**src/rtl/sdram_arbiter_pkg.sv**
```systemverilog
// rtl/sdram_arbiter_pkg.sv - SDRAM command encodings, timing constants and arbiter types
package sdram_arbiter_pkg;

  // SDRAM command encodings as {ras_n, cas_n, we_n}
  localparam logic [2:0] SDRAM_CMD_NOP   = 3'b111;
  localparam logic [2:0] SDRAM_CMD_ACT   = 3'b011;
  localparam logic [2:0] SDRAM_CMD_READ  = 3'b101;
  localparam logic [2:0] SDRAM_CMD_WRITE = 3'b100;
  localparam logic [2:0] SDRAM_CMD_TERM  = 3'b110;
  localparam logic [2:0] SDRAM_CMD_PRE   = 3'b010;
  localparam logic [2:0] SDRAM_CMD_AR    = 3'b001;
  localparam logic [2:0] SDRAM_CMD_LMR   = 3'b000;

  // Command-to-next-command spacing in clk cycles, shared with the engines
  localparam int T_RP  = 2;
  localparam int T_RFC = 7;
  localparam int T_MRD = 2;

  // PRE with address[10] set closes every bank
  localparam logic [11:0] ADDR_PRE_ALL = 12'h400;

  typedef enum logic [3:0] {
    ST_INIT_WAIT,
    ST_INIT_PRE,
    ST_INIT_AR1,
    ST_INIT_AR2,
    ST_INIT_LMR,
    ST_IDLE,
    ST_READ,
    ST_WRITE,
    ST_REF_PRE,
    ST_REF_AR
  } arb_state_e;

  typedef enum logic {
    GRANT_READ  = 1'b0,
    GRANT_WRITE = 1'b1
  } grant_e;

endpackage

```
**src/rtl/sdram_refresh_timer.sv**
```systemverilog
// rtl/sdram_refresh_timer.sv - periodic auto-refresh down-counter with sticky pending flag
module sdram_refresh_timer #(
  parameter int REFRESH_INTERVAL = 1560
) (
  input  logic clk,
  input  logic rst,
  input  logic enable_i,
  input  logic ack_i,
  output logic refresh_pending_o,
  output logic refresh_due_o
);

  localparam int CW = $clog2(REFRESH_INTERVAL + 1);
  localparam logic [CW-1:0] RELOAD = CW'(REFRESH_INTERVAL - 1);

  logic [CW-1:0] count_q, count_d;
  logic          pending_q, pending_d;
  logic          expire;

  // Expiry is one cycle at count zero; it never queues more than one refresh
  assign expire = enable_i && (count_q == '0);

  // Next count and pending; a new expiry wins over an ack in the same cycle
  always_comb begin
    count_d   = count_q;
    pending_d = expire | (pending_q & ~ack_i);
    if (enable_i) begin
      count_d = expire ? RELOAD : count_q - CW'(1);
    end
  end

  // Timer state register
  always_ff @(posedge clk) begin
    if (rst) begin
      count_q   <= RELOAD;
      pending_q <= 1'b0;
    end else begin
      count_q   <= count_d;
      pending_q <= pending_d;
    end
  end

  assign refresh_pending_o = pending_q;
  // Lets the arbiter see an expiry in the very cycle it happens
  assign refresh_due_o     = pending_q | expire;

endmodule

```
**src/rtl/sdram_arbiter.sv**
```systemverilog
// rtl/sdram_arbiter.sv - SDRAM command bus owner: init, auto-refresh and read/write engine grant
module sdram_arbiter
  import sdram_arbiter_pkg::*;
#(
  parameter int          INIT_DELAY       = 20000,
  parameter int          REFRESH_INTERVAL = 1560,
  parameter logic [11:0] MODE_REG         = 12'h027
) (
  input  logic        clk,
  input  logic        rst,
  input  logic        app_read_req,
  input  logic        app_write_req,
  output logic        rd_enable,
  input  logic [2:0]  rd_command,
  input  logic [11:0] rd_address,
  input  logic [1:0]  rd_bank,
  input  logic        rd_idle,
  output logic        wr_enable,
  input  logic [2:0]  wr_command,
  input  logic [11:0] wr_address,
  input  logic [1:0]  wr_bank,
  input  logic        wr_idle,
  output logic        auto_refresh,
  output logic [2:0]  command,
  output logic [11:0] address,
  output logic [1:0]  bank,
  output logic        cke,
  output logic        ready
);

  localparam int DELAY_W = $clog2(INIT_DELAY + 16);

  arb_state_e         state_q, state_d;
  logic [DELAY_W-1:0] delay_q, delay_d;
  logic [2:0]         cmd_q, cmd_d;
  logic [11:0]        addr_q, addr_d;
  logic [1:0]         bank_q, bank_d;
  logic               ready_q, ready_d;
  logic               cke_q;
  grant_e             last_grant_q, last_grant_d;

  logic refresh_pending;
  logic refresh_due;
  logic refresh_ack;
  logic rd_exit;
  logic wr_exit;

  sdram_refresh_timer #(
    .REFRESH_INTERVAL(REFRESH_INTERVAL)
  ) u_refresh_timer (
    .clk              (clk),
    .rst              (rst),
    .enable_i         (ready_q),
    .ack_i            (refresh_ack),
    .refresh_pending_o(refresh_pending),
    .refresh_due_o    (refresh_due)
  );

  // An engine is released once it is idle and the host is done or a refresh is waiting
  assign rd_exit = rd_idle && (!app_read_req || refresh_pending);
  assign wr_exit = wr_idle && (!app_write_req || refresh_pending);

  // Next-state logic: init sequence, refresh sequence and grant decisions
  always_comb begin
    state_d      = state_q;
    delay_d      = delay_q;
    cmd_d        = SDRAM_CMD_NOP;
    addr_d       = '0;
    bank_d       = '0;
    ready_d      = ready_q;
    last_grant_d = last_grant_q;
    refresh_ack  = 1'b0;
    if (delay_q != '0) begin
      delay_d = delay_q - DELAY_W'(1);
    end else begin
      case (state_q)
        ST_INIT_WAIT: begin
          delay_d = DELAY_W'(INIT_DELAY - 1);
          state_d = ST_INIT_PRE;
        end
        ST_INIT_PRE: begin
          cmd_d   = SDRAM_CMD_PRE;
          addr_d  = ADDR_PRE_ALL;
          delay_d = DELAY_W'(T_RP - 1);
          state_d = ST_INIT_AR1;
        end
        ST_INIT_AR1: begin
          cmd_d   = SDRAM_CMD_AR;
          delay_d = DELAY_W'(T_RFC - 1);
          state_d = ST_INIT_AR2;
        end
        ST_INIT_AR2: begin
          cmd_d   = SDRAM_CMD_AR;
          delay_d = DELAY_W'(T_RFC - 1);
          state_d = ST_INIT_LMR;
        end
        ST_INIT_LMR: begin
          cmd_d   = SDRAM_CMD_LMR;
          addr_d  = MODE_REG;
          delay_d = DELAY_W'(T_MRD - 1);
          state_d = ST_IDLE;
        end
        ST_IDLE: begin
          ready_d = 1'b1;
          if (refresh_due) begin
            state_d = ST_REF_PRE;
          end else if (app_read_req && (!app_write_req || last_grant_q == GRANT_WRITE)) begin
            state_d      = ST_READ;
            last_grant_d = GRANT_READ;
          end else if (app_write_req) begin
            state_d      = ST_WRITE;
            last_grant_d = GRANT_WRITE;
          end
        end
        ST_READ: begin
          if (rd_exit) state_d = ST_IDLE;
        end
        ST_WRITE: begin
          if (wr_exit) state_d = ST_IDLE;
        end
        ST_REF_PRE: begin
          cmd_d   = SDRAM_CMD_PRE;
          addr_d  = ADDR_PRE_ALL;
          delay_d = DELAY_W'(T_RP - 1);
          state_d = ST_REF_AR;
        end
        ST_REF_AR: begin
          cmd_d       = SDRAM_CMD_AR;
          refresh_ack = 1'b1;
          delay_d     = DELAY_W'(T_RFC - 1);
          state_d     = ST_IDLE;
        end
        default: begin
          state_d = ST_INIT_WAIT;
        end
      endcase
    end
  end

  // Arbiter state and registered command bus
  always_ff @(posedge clk) begin
    if (rst) begin
      state_q      <= ST_INIT_WAIT;
      delay_q      <= '0;
      cmd_q        <= SDRAM_CMD_NOP;
      addr_q       <= '0;
      bank_q       <= '0;
      ready_q      <= 1'b0;
      cke_q        <= 1'b0;
      last_grant_q <= GRANT_WRITE;
    end else begin
      state_q      <= state_d;
      delay_q      <= delay_d;
      cmd_q        <= cmd_d;
      addr_q       <= addr_d;
      bank_q       <= bank_d;
      ready_q      <= ready_d;
      cke_q        <= 1'b1;
      last_grant_q <= last_grant_d;
    end
  end

  // Pin mux: a granted engine drives the bus with no added latency
  always_comb begin
    rd_enable = 1'b0;
    wr_enable = 1'b0;
    command   = cmd_q;
    address   = addr_q;
    bank      = bank_q;
    case (state_q)
      ST_READ: begin
        rd_enable = app_read_req && !rd_exit;
        command   = rd_command;
        address   = rd_address;
        bank      = rd_bank;
      end
      ST_WRITE: begin
        wr_enable = app_write_req && !wr_exit;
        command   = wr_command;
        address   = wr_address;
        bank      = wr_bank;
      end
      default: begin
      end
    endcase
  end

  assign auto_refresh = refresh_pending;
  assign cke          = cke_q;
  assign ready        = ready_q;

endmodule

```
**config.mk**
```make
export PLATFORM = sky130hd
export DESIGN_NAME = sdram_arbiter
export DESIGN_NICKNAME = d
export VERILOG_FILES = /design/src/rtl/sdram_arbiter_pkg.sv /design/src/rtl/sdram_refresh_timer.sv /design/src/rtl/sdram_arbiter.sv
export SDC_FILE = /design/constraint.sdc
export NUM_CORES = 1
export LEC_CHECK = 0
export BUFFER_PORTS_ARGS = -buffer_cell sky130_fd_sc_hd__buf_2
export CAP_MARGIN = 10
export CORE_ASPECT_RATIO = 1.5
export CORE_MARGIN = 2
export CORE_UTILIZATION = 49
export CTS_BUF_LIST = sky130_fd_sc_hd__clkbuf_8
export DETAILED_ROUTE_END_ITERATION = 10
export PLACE_DENSITY = 0.78
export RECOVER_POWER = 25
export SYNTH_ARGS = -nofsm -noshare
export SYNTH_HDL_FRONTEND = slang
export SYNTH_SLANG_ARGS = --single-unit
```
**constraint.sdc**
```tcl
create_clock -name clk -period 1.9 [get_ports clk]
set_input_delay 0.38 -clock clk [delete_from_list [all_inputs] [get_ports clk]]
set_output_delay 0.38 -clock clk [all_outputs]
set_load 0.005 [all_outputs]
```
==> summary.md <==
| Metric | Value |
|---|---|
| Outcome | completed |
| Synth unique cells | 45 |
| Metal2 WL | 2.91 mm |
| Multiplexer share of the synthesized area | 9.73% |
| CTS Buf Count | 5 |
| Drt first pass iters | 4 |
| Avg Cell Area, Syn | 7.91 um^2 |
| YS warnings | 0 |
| Core Util, Final | 63.9% |
| Critical path launch point type | flip-flop |
| # Max-Cap Violations | 0 |
| Row Count | 30 |
| Top delay family on crit path | flip-flops |
| Die footprint | 5190 um^2 |
| Num ports | 62 |
| DRT antenna net count | 0 |
| Clock latency on the worst-skew pair | 300 ps |
| Maximum net fanout on the critical path | 10 |
| Detailed Route WL | 5.59 mm |
| Largest stage delay, worst path | 420 ps |
| Slew HR | 60.7% |
| Routed length per instance | 13.7 um |
| Worst-case clock skew | 12.7 ps |
| Fillers | 396 |
| CORE AREA | 4470 um^2 |
| CP arrival | 1440 ps |
| Slew Limit Fails | 0 |
| Crit Path Category | flip-flop to output pin |
| RSZ-0062 raised after global routing | true |
| EDFF count, synth | 0 |
| HP Class | input port to flip-flop |
| Post-layout min period | 1820 ps |
| CTS root buffer | clkbuf_8 |
| Longest Clk Path Bufs | 2 |
| Placer Congestion | 0.918 |
| Initial Util | 50.7% |
| Vias | 2,276 |
| CTS tree | yes |
| Synthesized flop and latch total | 39 |
| Routed wl met3 | 317 um |
| Via/cell ratio | 5.59 |
| Cell chain of the critical path | nand3_1, a2111oi_0, buf_2 |
| Largest family of logic cells by synthesized area | simple AND/OR/NAND/NOR gates |
| DRC errors left | 0 |
| Number of diodes | 0 |
| I/O Buffers | 61 |
| PD cells | 1180 nW/um^2 |
| Max VDD drop | 791 uV |
| Setup TNS after final layout | 0 ps |
| Main flop type after synthesis | dfxtp_1 |
| Leakage power | 1.21 nW |
| Uppermost routed layer | met4 |
| Final hold violation count | 0 |
| Initial antenna violation count | 0 |
| Share of cells above drive strength 1 | 27.6% |
| Power Total | 3.37 mW |
| Worst-margin pin slew | 588 ps |
| Die Y | 87.2 um |
| First-pass GRT wire length | 8.70 mm |
| Fin nets | 401 |
| Post-synthesis compound-gate area fraction | 14.2% |
| Pin count of the biggest net entering global routing | 17 |
| WL met1 | 2.26 mm |
| Synth Area in XOR/XNOR | 6.58% |
| CP max stage cell | dfxtp_2 |
| WP data required | 1520 ps |
| Mapped Cells | 286 |
| Total congestion overflow | 0 |
| Vias in the first global route | 2,083 |
| Post-Syn Nets | 329 |
| CTS clock-pin slew for the worst setup and hold paths | 80 ps |
| Adder-Cell Fraction of Synth Area | 1.66% |
| Fin crit share | 95.8% |
| Seq/Total Area, Yosys | 34.5% |
| Final setup viols | 0 |
| Synthesized area | 2260 um^2 |
| Fmax | 549 MHz |
| Synthesis-to-finish area growth | 26.0% |
| Worst path bufs/invs | 1 |
| Worst setup EP type | output pin |
| DR iter-0 viols | 80 |
| Sink Count | 39 |
| Die X | 59.5 um |
| H-tree levels | 2 |
| Detailed Place HPWL | 4.19 mm |
| Fin Hold WS | 455 ps |
| Post-synthesis simple-gate area fraction | 28.8% |
| Tot GR Track Use | 21.5% |
| Asr flop ratio synth | 0% |
## cell usage after synthesis, types with 2 or more instances
| library cell | number | area (um^2) |
|---|---|---|
| buf_1 | 2 | 7.51 |
| clkbuf_1 | 4 | 15.0 |
| xnor2_1 | 8 | 70.1 |
| o21ai_0 | 17 | 85.1 |
| nand2_1 | 31 | 116 |
| nor3_1 | 11 | 55.1 |
| mux2i_1 | 22 | 220 |
| nor3b_2 | 3 | 37.5 |
| or3_1 | 5 | 31.3 |
| dfxtp_1 | 39 | 781 |
| nand3_1 | 9 | 45.0 |
| buf_2 | 7 | 35.0 |
| and3_1 | 4 | 25.0 |
| nor2_1 | 37 | 139 |
| ha_1 | 3 | 37.5 |
| inv_1 | 12 | 45.0 |
| nor4_1 | 6 | 37.5 |
| o211ai_1 | 2 | 15.0 |
| a21o_1 | 2 | 15.0 |
| nand4_1 | 4 | 25.0 |
| xor2_1 | 9 | 78.8 |
| a31oi_1 | 2 | 12.5 |
| and2_1 | 3 | 18.8 |
| a21oi_1 | 17 | 85.1 |
| nor3b_1 | 2 | 15.0 |
| a211oi_1 | 6 | 45.0 |
## metrics by stage
stage / cells / area (um^2) / setup slack (ps)
2_1_floorplan: 286 / 2260 / 101
3_3_place_gp: 399 / 2700 / 167
3_5_place_dp: 399 / 2700 / 91.6
4_1_cts: 407 / 2820 / 34.4
5_1_grt: 407 / 2850 / -21.5
6_report: 407 / 2850 / 80.0
## cells by family (layout without fill, tap and decap cells)
| family | Yosys count | after routing |
|---|---|---|
| DFF | 39 | 39 |
| muxes | 22 | 22 |
| adders and majority gates | 3 | 3 |
| AOI/OAI and AO/OA | 54 | 54 |
| xor gates and xnor gates | 17 | 17 |
| buffers and inverters | 25 | 98 |
| and+or+nand+nor | 126 | 126 |
## final cells by class
type | instances | area (um^2) | area share (%)
Tap cell | 48 | 60.1 | 2.11
Inverter | 12 | 45.0 | 1.58
Multi-Input combinational cell | 222 | 1420 | 49.9
Timing Repair Buffer | 78 | 424 | 14.9
Clock inverter | 2 | 35.0 | 1.23
Clock buffer | 6 | 82.6 | 2.89
Sequential cell | 39 | 783 | 27.5
## repair_timing
item | 4_1_cts | 5_1_grt
pin swaps | 0 | 0
resized for setup | 1 | 11
hold buffers | 0 | 0
buffers inserted | 0 | 0
setup endpoints to repair | 5 | 16
## sequential cells by signal (all words and copies together) (netlist names)
register,flops
addr_q,2
cke,1
cmd_q,3
delay_q,15
last_grant_q,1
ready,1
state_q,4
u_refresh_timer.count_q,11
u_refresh_timer.refresh_pending_o,1
## final timing paths
check | startpoint | to | slack (ps) | cells past startpoint
setup / recovery | state_q[1] | rd_enable | 80 | 3
hold / removal | app_write_req | last_grant_q | 450 | 3
setup reg to reg | delay_q[0] | delay_q[0] | 110 | 7
hold reg to reg | delay_q[1] | delay_q[1] | 500 | 2
## where the power goes
group	switching, mW	leakage, nW	total (mW)	internal, mW
clock network	0.293	0.0612	0.718	0.425
registers	0.198	0.319	1.16	0.962
logic	0.806	0.828	1.49	0.688
## layer usage
metal / vias to the layer above / GRT usage [%]
met5: - / 0
met4: 0 / 10.9
met3: 10 / 3.27
met2: 85 / 38.0
met1: 1023 / 24.2
li1: 1158 / -
## worst register-to-register path, stage by stage, from the launching register on
cell      delay, ps
dfxtp_1         340
inv_1            80
ha_1            200
nor3b_2         210
nand2_1         160
or2_4           320
nor3b_2         250
a211oi_1        110
## layout by cell type, fill, tap and decap left out, drive strengths merged, types with 6 or more instances in the layout
| cell | count |
|---|---|
| a211oi | 6 |
| a21oi | 17 |
| buf | 75 |
| clkbuf | 9 |
| dfxtp | 39 |
| inv | 12 |
| mux2i | 22 |
| nand2 | 31 |
| nand3 | 9 |
| nor2 | 38 |
| nor3 | 11 |
| nor4 | 8 |
| o21ai | 18 |
| xnor2 | 8 |
| xor2 | 9 |
Note: power is estimated with default switching activity, not from simulation.
